[config.mk]
export PLATFORM = sky130hd
export DESIGN_NAME = ysyx_22050039_idu_pipe
export DESIGN_NICKNAME = d
export VERILOG_FILES = /design/src/rtl/ysyx_22050039_idu_pipe.sv
export SDC_FILE = /design/constraint.sdc
export NUM_CORES = 2
export LEC_CHECK = 0
export ABC_AREA = 0
export CORE_MARGIN = 2
export CORE_UTILIZATION = 24
export DETAILED_ROUTE_END_ITERATION = 12
export GPL_ROUTABILITY_DRIVEN = 1
export SLEW_MARGIN = 20
export SYNTH_ARGS = -nofsm -noshare
export SYNTH_HDL_FRONTEND = slang
export SYNTH_SLANG_ARGS = --single-unit
[constraint.sdc]
create_clock -name clk -period 19.75 [get_ports clk]
set_clock_uncertainty 0.2 [all_clocks]
set_input_delay 4.9375 -clock clk [delete_from_list [all_inputs] [get_ports clk]]
set_output_delay 4.9375 -clock clk [all_outputs]
set_load 0.02 [all_outputs]
[src/rtl/ysyx_22050039_idu_pipe.sv]
// RV64I-subset decode stage with an integrated GPR file, writeback bypass and one output slot.
// An accepted ebreak or illegal instruction parks the stage in HALT until reset.
module ysyx_22050039_idu_pipe #(
    parameter int unsigned XLEN     = 64,
    parameter int unsigned INST_LEN = 32,
    parameter int unsigned NR_REG   = 32,
    parameter int unsigned REG_SEL  = 5,
    parameter int unsigned CNT_W    = 64
) (
    input  logic                clk,
    input  logic                rst,
    input  logic                in_valid,
    output logic                in_ready,
    input  logic [INST_LEN-1:0] in_inst,
    input  logic [XLEN-1:0]     in_pc,
    input  logic                wb_en,
    input  logic [REG_SEL-1:0]  wb_rd,
    input  logic [XLEN-1:0]     wb_data,
    output logic                out_valid,
    input  logic                out_ready,
    output logic [XLEN-1:0]     out_pc,
    output logic [XLEN-1:0]     out_src1,
    output logic [XLEN-1:0]     out_src2,
    output logic [XLEN-1:0]     out_sdata,
    output logic [REG_SEL-1:0]  out_rd,
    output logic                out_rd_wen,
    output logic [3:0]          out_func,
    output logic                out_pc_wen,
    output logic                out_illegal,
    output logic                halted,
    output logic [CNT_W-1:0]    inst_cnt
);

    localparam int unsigned IdxW = (NR_REG > 1) ? $clog2(NR_REG) : 1;

    localparam logic [3:0] FuncIll    = 4'd0;
    localparam logic [3:0] FuncAddi   = 4'd1;
    localparam logic [3:0] FuncJalr   = 4'd2;
    localparam logic [3:0] FuncAuipc  = 4'd3;
    localparam logic [3:0] FuncLui    = 4'd4;
    localparam logic [3:0] FuncSd     = 4'd5;
    localparam logic [3:0] FuncJal    = 4'd6;
    localparam logic [3:0] FuncEbreak = 4'd7;
    localparam logic [3:0] FuncAdd    = 4'd8;

    typedef enum logic [0:0] {StRun, StHalt} state_e;

    state_e              state_q, state_d;
    logic [XLEN-1:0]     gpr_q [NR_REG];
    logic                accept;
    logic [CNT_W-1:0]    cnt_q;

    logic [6:0]          opcode;
    logic [2:0]          funct3;
    logic [6:0]          funct7;
    logic [REG_SEL-1:0]  rs1, rs2, rd;
    logic [XLEN-1:0]     rs1_val, rs2_val;

    logic [3:0]          dec_func;
    logic [XLEN-1:0]     dec_src1, dec_src2, dec_sdata;
    logic                dec_rd_wen, dec_pc_wen, dec_illegal;

    logic                out_valid_q;
    logic [XLEN-1:0]     out_pc_q, out_src1_q, out_src2_q, out_sdata_q;
    logic [REG_SEL-1:0]  out_rd_q;
    logic                out_rd_wen_q, out_pc_wen_q, out_illegal_q;
    logic [3:0]          out_func_q;

    assign opcode = in_inst[6:0];
    assign funct3 = in_inst[14:12];
    assign funct7 = in_inst[31:25];
    assign rd     = REG_SEL'(in_inst[11:7]);
    assign rs1    = REG_SEL'(in_inst[19:15]);
    assign rs2    = REG_SEL'(in_inst[24:20]);

    // GPR file; indices beyond NR_REG are silently dropped
    always_ff @(posedge clk) begin
        if (rst) begin
            for (int i = 0; i < int'(NR_REG); i++) gpr_q[i] <= '0;
        end else if (wb_en && wb_rd != '0 && 32'(wb_rd) < NR_REG) begin
            gpr_q[wb_rd[IdxW-1:0]] <= wb_data;
        end
    end

    // Operand read with same-cycle writeback bypass
    always_comb begin
        rs1_val = '0;
        if (rs1 != '0) begin
            if (wb_en && wb_rd == rs1)   rs1_val = wb_data;
            else if (32'(rs1) < NR_REG)  rs1_val = gpr_q[rs1[IdxW-1:0]];
        end
    end

    always_comb begin
        rs2_val = '0;
        if (rs2 != '0) begin
            if (wb_en && wb_rd == rs2)   rs2_val = wb_data;
            else if (32'(rs2) < NR_REG)  rs2_val = gpr_q[rs2[IdxW-1:0]];
        end
    end

    always_comb begin
        dec_func   = FuncIll;
        dec_src1   = '0;
        dec_src2   = '0;
        dec_sdata  = '0;
        dec_rd_wen = 1'b0;
        dec_pc_wen = 1'b0;
        case (opcode)
            7'b0010011: if (funct3 == 3'b000) begin
                dec_func   = FuncAddi;
                dec_src1   = rs1_val;
                dec_src2   = {{(XLEN-12){in_inst[31]}}, in_inst[31:20]};
                dec_rd_wen = (rd != '0);
            end
            7'b0110011: if (funct3 == 3'b000 && funct7 == 7'b0000000) begin
                dec_func   = FuncAdd;
                dec_src1   = rs1_val;
                dec_src2   = rs2_val;
                dec_rd_wen = (rd != '0);
            end
            7'b1100111: if (funct3 == 3'b000) begin
                dec_func   = FuncJalr;
                dec_src1   = rs1_val;
                dec_src2   = {{(XLEN-12){in_inst[31]}}, in_inst[31:20]};
                dec_rd_wen = (rd != '0);
                dec_pc_wen = 1'b1;
            end
            7'b0010111: begin
                dec_func   = FuncAuipc;
                dec_src1   = {{(XLEN-32){in_inst[31]}}, in_inst[31:12], 12'b0};
                dec_rd_wen = (rd != '0);
            end
            7'b0110111: begin
                dec_func   = FuncLui;
                dec_src1   = {{(XLEN-32){in_inst[31]}}, in_inst[31:12], 12'b0};
                dec_rd_wen = (rd != '0);
            end
            7'b0100011: if (funct3 == 3'b011) begin
                dec_func  = FuncSd;
                dec_src1  = rs1_val;
                dec_src2  = {{(XLEN-12){in_inst[31]}}, in_inst[31:25], in_inst[11:7]};
                dec_sdata = rs2_val;
            end
            7'b1101111: begin
                dec_func   = FuncJal;
                dec_src1   = {{(XLEN-21){in_inst[31]}}, in_inst[31], in_inst[19:12],
                              in_inst[20], in_inst[30:21], 1'b0};
                dec_rd_wen = (rd != '0);
                dec_pc_wen = 1'b1;
            end
            7'b1110011: if (in_inst[31:0] == 32'h0010_0073) dec_func = FuncEbreak;
            default: ;
        endcase
        dec_illegal = (dec_func == FuncIll);
    end

    always_ff @(posedge clk) begin
        if (rst) state_q <= StRun;
        else     state_q <= state_d;
    end

    always_comb begin
        state_d = state_q;
        unique case (state_q)
            StRun:  if (accept && (dec_illegal || dec_func == FuncEbreak)) state_d = StHalt;
            StHalt: state_d = StHalt;
            default: state_d = StRun;
        endcase
    end

    always_comb begin
        halted   = (state_q == StHalt);
        in_ready = (state_q == StRun) && (!out_valid_q || out_ready);
    end

    assign accept = in_valid && in_ready;

    // Payload is left as-is on drain; only out_valid drops
    always_ff @(posedge clk) begin
        if (rst) begin
            out_valid_q   <= 1'b0;
            out_pc_q      <= '0;
            out_src1_q    <= '0;
            out_src2_q    <= '0;
            out_sdata_q   <= '0;
            out_rd_q      <= '0;
            out_rd_wen_q  <= 1'b0;
            out_func_q    <= FuncIll;
            out_pc_wen_q  <= 1'b0;
            out_illegal_q <= 1'b0;
        end else if (accept) begin
            out_valid_q   <= 1'b1;
            out_pc_q      <= in_pc;
            out_src1_q    <= dec_src1;
            out_src2_q    <= dec_src2;
            out_sdata_q   <= dec_sdata;
            out_rd_q      <= rd;
            out_rd_wen_q  <= dec_rd_wen;
            out_func_q    <= dec_func;
            out_pc_wen_q  <= dec_pc_wen;
            out_illegal_q <= dec_illegal;
        end else if (out_ready) begin
            out_valid_q   <= 1'b0;
        end
    end

    always_ff @(posedge clk) begin
        if (rst)         cnt_q <= '0;
        else if (accept) cnt_q <= cnt_q + CNT_W'(1);
    end

    assign out_valid   = out_valid_q;
    assign out_pc      = out_pc_q;
    assign out_src1    = out_src1_q;
    assign out_src2    = out_src2_q;
    assign out_sdata   = out_sdata_q;
    assign out_rd      = out_rd_q;
    assign out_rd_wen  = out_rd_wen_q;
    assign out_func    = out_func_q;
    assign out_pc_wen  = out_pc_wen_q;
    assign out_illegal = out_illegal_q;
    assign inst_cnt    = cnt_q;

endmodule

==> results by stage <==
Run status:
- The flow ran to the end, and the final reports show no timing, DRC or antenna violations.

Placed design:
- The pre-CTS setup slack is 8.18 ns.
- After legalization and detailed placement, the total HPWL measured 284000 um.
- Input and output buffers added on the ports amount to 504.
- The routability congestion estimate from global placement is 0.838.

Final layout:
- The area growth from synthesis to layout is 17.6%.
- Of the cells placed in the final design, the portion with a size suffix greater than 1 is 20.1%.
- The net count of the finished layout is 8975.
- The multi-input combinational cell area is 51400 um2.
- The count of fill cells added during filler insertion is 50811.
- Registers take 68200 um2.

Setup path:
- The beginning of the worst register-to-register path is halted$_SDFF_PP0_.
- For this run, the slowest stage of the critical path takes 0.55 ns.
- For the worst setup path, the data arrival time is 6.43 ns.
- Of all nets on the critical path, the largest fanout is 5.
- The critical path contains buffers and inverters numbering 2 combined.
- The worst register-to-register path ends at out_src1[32]$_SDFFE_PP0P_.
- For this design, the slowest cell found on the critical path is clkdlybuf4s50_1.
- STA classifies the critical path endpoint as an output port.
- Traced cell by cell, the critical path runs through clkdlybuf4s50_1, nor2b_1, nor2_1, clkdlybuf4s50_1.
- The worst setup path is of the in2out kind.
- The cell that appears most often on the critical path is clkdlybuf4s50_1.
- The kind of cell adding the most delay to the critical path is buffers and inverters.
- The endpoint required time on the critical path is 14.61 ns.
- Counting cells, the worst reg-to-reg path comes to 7.
- STA classifies the critical path startpoint as a primary input.
- The reg-to-reg setup timing slack is 16.04 ns.

STA:
- Based on the critical path, the design can be clocked at up to 86.4 MHz.
- Once routing completed, OpenROAD measured the worst setup slack at 8.18 ns.
- The time the final worst path needs with I/O delays and setup is 11.57 ns.
- Setup violations remaining at the end of the flow were counted as 0.
- Setup total negative slack on the finished layout was measured at 0 ns.
- The worst relative slew slack is 15.3%.
- After layout, the worst path uses 58.6% of the clock period.
- The hold violation total from the final report is 0.
- The number of max-slew violations in the final report is 0.
- For the pin with the worst max-slew slack, the measured transition is 1.27 ns.
- The worst hold margin is 0.252 ns.
- Setup repair after global routing left no endpoint under its margin.

Yosys:
- The register bit total from synthesis is 2382.
- The synthesized netlist contains 71 unique library cells.
- Synthesis produced a netlist whose cell count is 8578.
- After synthesis, the share of flip-flops with an asynchronous set or reset is 0%.
- Ranked by total cell area, the synthesized netlist is headed by edfxtp_1 50%, mux4_2 18%, and2_1 10%, dfxtp_1 5.5%, mux2i_1 4.2%.
- The Yosys step of the flow raised 0 warnings.
- After synthesis the cells add up to 122000 um2.
- Dividing the synthesized area by the synthesized cell count gives 14.3 um2.
- The library cell with the largest summed area after synthesis is edfxtp_1.
- The predominant post-synthesis flop cell is edfxtp_1.
- Sequential elements use 55.7% of the synthesized area.
- The number of enable-type register cells in the synthesized netlist is 2048.
- The share of Yosys cell area claimed by the top area cell type is 50.3%.

CTS:
- After clock tree synthesis, the clock-pin slew on the worst setup and hold paths is 0.06 ns.
- In this run the number of H-tree levels came out at 5.
- The clock latency on the worst-skew pair is 0.95 ns.
- The number of gates resized after CTS was 0.
- The total clock buffers created by CTS is 271.
- The number of buffers inserted by hold repair at cts is 0.
- CTS saw 2382 sinks.
- The TritonCTS clock tree is done.
- The maximum root-to-sink buffer count is 4.
- The master cell of the clock root buffer is clkbuf_16.
- The number of buffers inserted to repair setup after CTS is 0.

Global route:
- The largest net degree at the start of global routing is 132.
- The total global-route track usage is 17.9%.
- The final global-route overflow total is 0.
- The initial antenna violation count came to 53.
- The via count of the first global-routing pass was 80093.
- The wire length of the first global-routing pass is 657000 um.

Die:
- The cell row count is 262.
- The total area inside the core boundary comes to 508000 um2.
- The die covers 516000 um2.
- In this run the horizontal extent of the chip is 718 um.
- The number of top-level pins is 505.
- For this configuration, the core starts out at a cell density of 24.1%.
- The height of the die is 718 um.

Route:
- The total length of routed wires is 478000 um.
- In this run the remaining antenna-violating nets after routing total 0.
- The final routed DRC violation total is 0.
- The via-per-instance ratio is 5.12.
- The detail-routed net length per standard cell is 30.3 um.
- The detailed router's first-iteration violation count is 10263.
- The via total after detailed routing is 80700.
- The first detailed-routing pass took 8 iterations.

Power and ir drop:
- Power comes to 12.3 mW.
- Power spread over the standard cell area amounts to 85.4 nW/um2.
- The peak supply drop is 0.0564 mV.
- Summed over all cells, the static leakage comes to 48.8 nW.

Worst hold path:
- The start point of the worst hold path is out_pc[31]$_SDFFE_PP0P_.
- The tightest min-delay check is of the reg2reg type.
- The number of cells on the worst hold path is 2.
- The end of the worst hold path is out_pc[31]$_SDFFE_PP0P_.

Run:
- Max-cap violations in this run came to 0.
[metal layers]
metal / up-vias / part of all wire, % / GRT usage (%)
met5: - / 0.036 / 0
met4: 26 / 6.4 / 9.94
met3: 1121 / 8.7 / 3.28
met2: 4386 / 48 / 30.0
met1: 42116 / 37 / 21.7
li1: 33051 / - / -
[logic make-up after synthesis]
kind of cell	Yosys count	share of synthesized area [%]
and+or+nand+nor	2852	13.3
buffers and inverters	892	3.11
DFF	2382	55.7
muxes	1524	22.7
adders and majority gates	1	0.0102
xor gates and xnor gates	55	0.394
AOI/OAI and AO/OA	871	4.70
other	1	0.00306
[synth_stat cells (8+ instances only)]
library cell / number
nor3_1: 15
xnor2_1: 27
nor2b_1: 13
a2bb2oi_1: 13
dfxtp_1: 334
and2_1: 1994
o31ai_1: 8
buf_6: 18
a211o_1: 24
a221oi_1: 61
o211ai_1: 25
a221o_1: 25
buf_2: 154
o221ai_1: 24
buf_4: 34
or3_1: 28
nand2_1: 465
o21ai_0: 189
mux2_2: 14
a22oi_1: 140
mux2i_1: 510
edfxtp_1: 2048
buf_1: 56
nor2_1: 154
nor4_1: 28
o22ai_1: 39
nand4_1: 30
a21oi_1: 239
mux4_2: 1000
xor2_1: 28
and3_1: 9
a32oi_1: 58
inv_1: 17
clkbuf_1: 611
nand3_1: 65
[worst max path at each step]
stage	cells after the start	from	to
3_5_place_dp	4	out_ready	in_ready
2_1_floorplan	6	wb_rd[2]	gpr_q[28][0]$_SDFFCE_PN0P_
4_1_cts	4	out_ready	in_ready
3_3_place_gp	4	out_ready	in_ready
6_report	4	out_ready	in_ready
5_1_grt	4	out_ready	in_ready
[power by group]
group | total, mW | leakage, nW | switching (mW) | internal [mW]
registers | 5.83 | 22.2 | 0.119 | 5.71
logic | 1.39 | 22.4 | 0.838 | 0.553
clock network | 5.07 | 4.23 | 2.20 | 2.87
total | 12.3 | 48.8 | 3.16 | 9.13
[layout by cell type, fill, tap and decap left out, types with 140 or more instances in the layout]
| master | count |
|---|---|
| a21oi_1 | 239 |
| edfxtp_1 | 2048 |
| mux2i_1 | 510 |
| nand2_1 | 463 |
| clkdlybuf4s50_1 | 476 |
| dfxtp_1 | 334 |
| clkbuf_16 | 277 |
| buf_4 | 248 |
| and2_1 | 1993 |
| mux4_2 | 1000 |
| a22oi_1 | 140 |
| o21ai_0 | 158 |
[area by class of cell]
class                   count  share of cell area, %
inverters                  19                 0.0574
diodes                     22                 0.0383
flip-flops and latches   2382                   47.4
clock inverters           130                  0.827
multi-input cells        5367                   35.7
well taps                6732                   5.85
repair buffers            763                   4.93
clock buffers             357                   5.18
[worst register-to-register path, delay by kind of cell, from the launching register on]
family / cells / cell delay, ns
AO/OA/AOI/OAI: 3 / 1.26
buffers and inverters: 2 / 0.78
AND/OR/NAND/NOR: 2 / 1.00
flip-flops: 1 / 0.41
[flip-flops by register name, indices dropped and copies added (netlist names)]
signal	flops
gpr_q	2048
halted	1
inst_cnt	64
out_func	4
out_illegal	1
out_pc	64
out_pc_wen	1
out_rd	5
out_rd_wen	1
out_sdata	64
out_src1	64
out_src2	64
out_valid	1
[through the flow]
stage                     cells  utilization [%]  cell area (um2)
after floorplan            8641                -           123000
after global placement    15258             26.6           135000
after detailed placement  15262             26.6           135000
after CTS                 15749             28.3           144000
after global routing      15756             28.3           144000
final                     15772             28.3           144000
(Power assumes the default switching activity.)
